--- src/rtl/pipe_stage_buf.sv ---
// Pipeline stage register with valid/ready handshake and a 2-entry skid buffer.
// Optional performance counters are built only when PIPE_PERF_EN is defined.
module pipe_stage_buf #(
    parameter int                DATA_W    = 32,
    parameter logic [DATA_W-1:0] FLUSH_VAL = '0
`ifdef PIPE_PERF_EN
    ,
    parameter int                CNT_W     = 16
`endif
) (
    input  logic              CLK,
    input  logic              RST,
    input  logic              flush,
    input  logic              in_valid,
    output logic              in_ready,
    input  logic [DATA_W-1:0] in_data,
    output logic              out_valid,
    input  logic              out_ready,
    output logic [DATA_W-1:0] out_data,
    output logic [1:0]        occupancy
`ifdef PIPE_PERF_EN
    ,
    output logic [CNT_W-1:0]  stall_cnt,
    output logic [CNT_W-1:0]  flush_cnt
`endif
);

    typedef enum logic [1:0] {
        ST_EMPTY = 2'd0,
        ST_ONE   = 2'd1,
        ST_FULL  = 2'd2
    } state_e;

    state_e            state_q;
    state_e            state_d;
    logic [DATA_W-1:0] main_q;
    logic [DATA_W-1:0] main_d;
    logic [DATA_W-1:0] skid_q;
    logic [DATA_W-1:0] skid_d;
    logic              in_fire_s;
    logic              out_fire_s;

    // Ready depends only on the state register and reset, never on out_ready.
    assign in_ready   = (state_q != ST_FULL) & ~RST;
    assign out_valid  = (state_q != ST_EMPTY);
    assign out_data   = main_q;
    assign in_fire_s  = in_valid & in_ready;
    assign out_fire_s = out_valid & out_ready;

    // Occupancy decode from the state register.
    always_comb begin
        occupancy = 2'd0;
        case (state_q)
            ST_EMPTY: occupancy = 2'd0;
            ST_ONE:   occupancy = 2'd1;
            ST_FULL:  occupancy = 2'd2;
            default:  occupancy = 2'd0;
        endcase
    end

    // Next-state and storage update; flush overrides every handshake.
    always_comb begin
        state_d = state_q;
        main_d  = main_q;
        skid_d  = skid_q;
        if (flush) begin
            state_d = ST_EMPTY;
            main_d  = FLUSH_VAL;
        end else begin
            case (state_q)
                ST_EMPTY: begin
                    if (in_fire_s) begin
                        state_d = ST_ONE;
                        main_d  = in_data;
                    end else begin
                        state_d = ST_EMPTY;
                    end
                end
                ST_ONE: begin
                    if (in_fire_s && out_fire_s) begin
                        state_d = ST_ONE;
                        main_d  = in_data;
                    end else if (in_fire_s) begin
                        state_d = ST_FULL;
                        skid_d  = in_data;
                    end else if (out_fire_s) begin
                        state_d = ST_EMPTY;
                    end else begin
                        state_d = ST_ONE;
                    end
                end
                ST_FULL: begin
                    if (out_fire_s) begin
                        state_d = ST_ONE;
                        main_d  = skid_q;
                    end else begin
                        state_d = ST_FULL;
                    end
                end
                default: begin
                    state_d = ST_EMPTY;
                    main_d  = FLUSH_VAL;
                end
            endcase
        end
    end

    // State and payload registers with synchronous reset.
    always_ff @(posedge CLK) begin
        if (RST) begin
            state_q <= ST_EMPTY;
            main_q  <= FLUSH_VAL;
            skid_q  <= FLUSH_VAL;
        end else begin
            state_q <= state_d;
            main_q  <= main_d;
            skid_q  <= skid_d;
        end
    end

`ifdef PIPE_PERF_EN
    localparam logic [CNT_W-1:0] CNT_MAX = '1;
    localparam logic [CNT_W-1:0] CNT_ONE = {{(CNT_W-1){1'b0}}, 1'b1};

    // Saturating counters, cleared only by reset.
    always_ff @(posedge CLK) begin
        if (RST) begin
            stall_cnt <= {CNT_W{1'b0}};
            flush_cnt <= {CNT_W{1'b0}};
        end else begin
            if (out_valid && !out_ready && !flush && (stall_cnt != CNT_MAX)) begin
                stall_cnt <= stall_cnt + CNT_ONE;
            end
            if (flush && (state_q != ST_EMPTY) && (flush_cnt != CNT_MAX)) begin
                flush_cnt <= flush_cnt + CNT_ONE;
            end
        end
    end
`endif

endmodule

--- config.mk ---
export PLATFORM = sky130hd
export DESIGN_NAME = pipe_stage_buf
export DESIGN_NICKNAME = d
export VERILOG_FILES = /design/src/rtl/pipe_stage_buf.sv
export SDC_FILE = /design/constraint.sdc
export NUM_CORES = 1
export LEC_CHECK = 0
export ABC_AREA = 1
export BUFFER_PORTS_ARGS = -buffer_cell sky130_fd_sc_hd__buf_4
export CORE_AREA = 2 2 77 79
export DETAILED_ROUTE_END_ITERATION = 7
export DIE_AREA = 0 0 79 81
export GPL_ROUTABILITY_DRIVEN = 0
export PLACE_DENSITY_LB_ADDON = 0.1
export SLEW_MARGIN = 20
export SYNTH_ARGS = -nofsm -noshare
export SYNTH_HDL_FRONTEND = slang
export SYNTH_SLANG_ARGS = --single-unit
--- constraint.sdc ---
create_clock -name CLK -period 5.3 [get_ports CLK]
set_input_delay 0.265 -clock CLK [delete_from_list [all_inputs] [get_ports CLK]]
set_output_delay 0.265 -clock CLK [all_outputs]
set_load 0.05 [all_outputs]
==> results.json, run 1 <==
{
  "wl_per_cell_um": 12.3,
  "vdd_drop_max_mv": 0.160,
  "io_buffers": 72,
  "worst_pin_slew_ps": 1050,
  "dp_cells": 579,
  "synth_seq_cells": 66,
  "syn-cell-area_um2": 3130,
  "synthFlopType": "dfxtp_1",
  "ctsRootBufferMaster": "clkbuf_8",
  "crit_arrival_ps": 3420,
  "syn_to_final_growth_pct": 21.0,
  "synth_cell_types": 21,
  "core_area_um2": 5680,
  "async_reset_ff_share_pct": 0,
  "yosys_warnings": 0,
  "drc": 0,
  "antenna_cells": 0,
  "yosys.area.top_type": "dfxtp_1",
  "end_kind": "register",
  "synth_seq_area_share_pct": 42.2,
  "power.total_w": 0.00112,
  "grt_pass1_vias": 2603,
  "drv_slew": 0,
  "slew_headroom_pct": 30.1,
  "finalHoldViolCount": 0,
  "grt_first_pass_wirelength_um": 12000,
  "cp_max_fo": 47,
  "drt-vias-per-instance": 4.96,
  "clockBufferDepth": 2,
  "layout.cells.non_filler": 595,
  "postCtsSetupBuffers": 0,
  "layout-drive-gt1-share_pct": 19.4,
  "critPathLaunchType": "register",
  "rsz0062_at_grt": "false",
  "synthesis.instances": 462,
  "critical_path_class": "reg -> reg",
  "routed-via-count": 2953,
  "rows": 28,
  "gr-total-overflow": 0,
  "fin_hold_ws_ps": 163,
  "hpwl_um": 4540,
  "worstPathRequired_ps": 5540,
  "syn_nets": 501,
  "drt-total-wl_um": 7310,
  "path_clk_slew_ps": 70,
  "cts_tree": "done",
  "start_util_pct": 55.2,
  "fin_nets": 554,
  "detail_route.first_pass.iterations": 4,
  "insertion_delay_ps": 340,
  "reg2reg_slack_ps": 2110,
  "fp.dieH_um": 81,
  "cts-buffers-inserted": 9,
  "cts_resized": 0,
  "fill_cells": 542,
  "antenna_found_initial": 0,
  "ant_nets": 0,
  "ioPinCount": 73,
  "netlist.area_leader.share_pct": 42.2,
  "drv_cap": 0,
  "fmax_mhz": 314,
  "fin_crit_ps": 3190,
  "ctsHoldBuffers": 0,
  "status": "complete, no violations",
  "min_path_type": "in -> reg",
  "drtIter0Drc": 234,
  "dieArea_um2": 6400,
  "p_leak_nw": 1.75,
  "htreeDepth": 3,
  "powerDensity_nw_per_um2": 296,
  "grt_max_degree": 48,
  "die_x_um": 79,
  "avgSynthCellArea_um2": 6.78,
  "period_share_pct": 60.1,
  "finalClockSkew_ps": 2.93,
  "clock-sinks": 66,
  "synth_edf_count": 0,
  "tns_ps": 0,
  "grt_usage_pct": 24.1,
  "finalSetupViolCount": 0,
  "ys_top_cells_by_area": "dfxtp_1, nand2_1, nor2_1"
}
-- report_power, final --
part / leakage [nW] / total [W] / internal (W) / switching [W]
clock network: 0.101 / 0.000432 / 0.000243 / 0.000189
logic: 1.12 / 0.000175 / 0.0000639 / 0.000111
registers: 0.535 / 0.000517 / 0.000509 / 0.00000760
total: 1.75 / 0.00112 / 0.000816 / 0.000307
-- synth_stat cells, types with 3 or more instances --
master,number
a21oi_1,25
buf_2,6
buf_4,8
buf_6,5
clkbuf_1,12
dfxtp_1,66
inv_1,17
inv_2,5
nand2_1,117
nand2_2,3
nand3_1,24
nand3b_1,23
nor2_1,110
o21ai_1,33
-- routing by layer --
metal  routed length [um]  share of wire, %  global-route usage, %  up-vias
met5                    0                 0                      0        -
met4                   93               1.3                   8.79        0
met3                  489               6.7                   5.56        7
met2                 3410                47                   39.3       87
met1                 3320                45                   31.5     1300
li1                     -                 -                      -     1559
-- through the flow --
stage	utilization [%]	setup WS [ps]	instance area [um^2]
after floorplan	-	3280	3130
after global placement	63.2	2190	3590
after detailed placement	63.3	2150	3590
after CTS	66.8	2110	3790
after global routing	66.8	1790	3790
final	66.8	2110	3790
-- kinds of logic after synthesis --
kind of cell / synth area share [%]
AND/OR/NAND/NOR: 38.7
buffers and inverters: 8.87
adder cells (fa/ha/maj): 0.799
flip-flops: 42.2
AO/OA/AOI/OAI: 9.42
-- critical path, stage by stage, from the launching register on --
cell,delay (ps)
dfxtp_1,1010
inv_2,530
nand3_2,240
nand2_1,80
inv_2,550
nand2_2,360
nor2_1,210
nor2_1,60
-- worst paths after layout --
kind / startpoint / end / cells past startpoint
worst max-delay path: state_q[1] / out_data[31] / 7
worst min-delay path: in_data[29] / skid_q[29] / 3
worst max register to register: state_q[1] / out_data[31] / 7
worst min register to register: out_data[25] / out_data[25] / 2
-- state kept, by name (all words and copies together) (netlist names) --
signal    flops
out_data     32
state_q       2
skid_q       32
-- final cells by class --
cell class	instances	area, um^2	share of cell area, %
clock inverters	2	35.0	0.924
well taps	75	93.8	2.48
flip-flops and latches	66	1320	34.9
repair buffers	74	556	14.7
multi-input cells	342	1540	40.6
clock buffers	14	163	4.29
inverters	22	82.6	2.18
-- cell usage in the layout (no fill, tap or decap) --
cell type | synthesis | routed
a21oi_1 | 25 | 25
clkinv_2 | 0 | 1
buf_4 | 8 | 74
inv_2 | 5 | 5
nor2_1 | 110 | 109
inv_1 | 17 | 17
bufinv_16 | 0 | 1
nand2_2 | 3 | 4
nand2_1 | 117 | 116
ha_1 | 2 | 2
nand3b_1 | 23 | 23
nand3_4 | 1 | 1
o21ai_0 | 1 | 1
clkbuf_8 | 0 | 11
nand3_2 | 1 | 1
nor2_2 | 1 | 2
o21ai_1 | 33 | 33
nor3_4 | 1 | 1
dfxtp_1 | 66 | 66
nand3_1 | 24 | 24
clkbuf_1 | 12 | 3
Note: power is estimated with default switching activity, not from simulation.
==> run 2: changes to the inputs <==
--- a/config.mk
+++ b/config.mk
@@ -7,9 +7,9 @@
 export LEC_CHECK = 0
 export ABC_AREA = 1
 export BUFFER_PORTS_ARGS = -buffer_cell sky130_fd_sc_hd__buf_4
-export CORE_AREA = 2 2 77 79
+export CORE_AREA = 2 2 84 86
 export DETAILED_ROUTE_END_ITERATION = 7
-export DIE_AREA = 0 0 79 81
+export DIE_AREA = 0 0 86 88
 export GPL_ROUTABILITY_DRIVEN = 0
 export PLACE_DENSITY_LB_ADDON = 0.1
 export SLEW_MARGIN = 20
==> constraint.sdc (replaced) <==
create_clock -name CLK -period 2.7 [get_ports CLK]
set_input_delay 0.135 -clock CLK [delete_from_list [all_inputs] [get_ports CLK]]
set_output_delay 0.135 -clock CLK [all_outputs]
set_load 0.05 [all_outputs]
==> run 2 against run 1 <==
Net effect:
- die area is 18% higher
- worst hold slack worse by 120 ps
- fmax is 38% higher
- critical endpoint is now skid_q[31]
- highest routed layer unchanged
==> results.json, run 2 (synthesis results as in run 1) <==
{
  "detail_route.first_pass.iterations": 5,
  "postCtsSetupBuffers": 0,
  "dp_cells": 589,
  "multi_input_area_um2": 1540,
  "final_cell_mix": "nand2_1, nor2_1, buf_4",
  "end_kind": "register",
  "path_clk_slew_ps": 70,
  "fin_crit_ps": 2310,
  "ctsRootBufferMaster": "clkbuf_8",
  "met2_usage_pct": 35.3,
  "drt-total-wl_um": 7410,
  "start_util_pct": 47.2,
  "slowest_delay_ps": 440,
  "swShare_pct": 26.6,
  "cts-buffers-inserted": 9,
  "antenna_found_initial": 0,
  "rsz0062_at_grt": "false",
  "drc": 0,
  "fmax_mhz": 433,
  "finalSetupViolCount": 0,
  "drv_cap": 0,
  "ant_nets": 0,
  "core_area_um2": 6640,
  "syn_to_final_growth_pct": 23.7,
  "hpwl_um": 4850,
  "insertion_delay_ps": 340,
  "grt_pass1_vias": 2785,
  "gr-total-overflow": 0,
  "gr-usage-met1_pct": 25.1,
  "dieArea_um2": 7570,
  "slowest_stage": "nor3_4",
  "antenna_cells": 0,
  "finalClockSkew_ps": 7.24,
  "cts_resized": 0,
  "drtIter0Drc": 116,
  "ctsHoldBuffers": 0,
  "finalHoldViolCount": 0,
  "clockBufferDepth": 2,
  "fin_hold_ws_ps": 41.5,
  "fill_cells": 643,
  "p_seq_share_pct": 43.8,
  "layout.cells.non_filler": 605,
  "fin_nets": 559,
  "grt_max_degree": 47,
  "min_path_type": "in -> reg",
  "worstPathRequired_ps": 2970,
  "critPathLaunchType": "register",
  "cp_max_fo": 25,
  "p_comb_share_pct": 15.0,
  "vdd_drop_max_mv": 0.403,
  "grt_usage_pct": 20.9,
  "drv_slew": 0,
  "worst_pin_slew_ps": 602,
  "power.switching_w": 0.000614,
  "cts_tree": "done",
  "p_leak_nw": 1.80,
  "tns_ps": 0,
  "period_share_pct": 85.5,
  "io_buffers": 72,
  "rows": 30,
  "place_ws_ps": 421,
  "seq_area_um2": 1320,
  "clock-sinks": 66,
  "use_met3_pct": 5.28,
  "routed-via-count": 2940,
  "crit_arrival_ps": 2570,
  "slew_headroom_pct": 59.7,
  "final_common_cell": "nand2_1",
  "layout-drive-gt1-share_pct": 20.4,
  "grt_first_pass_wirelength_um": 12500,
  "pwr-share-clk_pct": 41.2,
  "htreeDepth": 3,
  "grt-busiest-layer": "met2",
  "ioPinCount": 73,
  "powerDensity_nw_per_um2": 597,
  "drt-vias-per-instance": 4.86,
  "status": "complete, no violations",
  "p_int_w": 0.00170,
  "critical_path_class": "reg -> reg",
  "wl_per_cell_um": 12.2,
  "worstPathCellList": "inv_2 > nand2_2 > nand3_4 > inv_2 > ha_1 > inv_1 > nand3_2 > nor3_4 > buf_12 > nor2_1 > nor2_1",
  "fp.dieH_um": 88,
  "die_x_um": 86,
  "setup_ws_ps": 392
}
-- run 2: final cells by class --
cell class	count	area share [%]
Clock inverter	4	1.91
Sequential cell	66	34.1
Inverter	22	2.13
Tap cell	80	2.58
Clock buffer	12	4.00
Multi-Input combinational cell	342	39.7
Timing Repair Buffer	79	15.6
-- run 2: through the flow --
stage               power, W  area, um^2  utilization (%)
floorplan            0.00128        3130                -
global placement     0.00138        3650             54.9
detailed placement   0.00138        3650             54.9
CTS                  0.00233        3870             58.3
global route         0.00241        3870             58.3
finish               0.00231        3870             58.3
-- run 2: critical path: cells and delay by family (launching register included) --
family | cells | cell delay [ps]
buffers and inverters | 4 | 680
AND/OR/NAND/NOR | 6 | 1000
flip-flops | 1 | 370
adder cells (fa/ha/maj) | 1 | 170
-- run 2: path summary, 6_finish.rpt --
kind | from | end | slack [ps] | depth (start not counted)
min reg2reg | out_data[9] | out_data[9] | 480 | 2
max | state_q[0] | skid_q[31] | 390 | 11
min | in_data[19] | skid_q[19] | 40 | 3
max reg2reg | state_q[0] | skid_q[31] | 390 | 11
-- run 2: power groups by stage --
stage | clock [W] | sequential [W] | combinational (W)
detailed placement | 0 | 0.00104 | 0.000347
floorplan | 0 | 0.00111 | 0.000169
finish | 0.000954 | 0.00101 | 0.000346
global placement | 0 | 0.00103 | 0.000345
CTS | 0.000968 | 0.00101 | 0.000348
global route | 0.00101 | 0.00102 | 0.000381
-- run 2: metal layers --
| metal | vias up | part of all wire (%) |
|---|---|---|
| met5 | - | 0 |
| met4 | 0 | 1.7 |
| met3 | 11 | 5.5 |
| met2 | 82 | 45 |
| met1 | 1279 | 48 |
| li1 | 1568 | - |
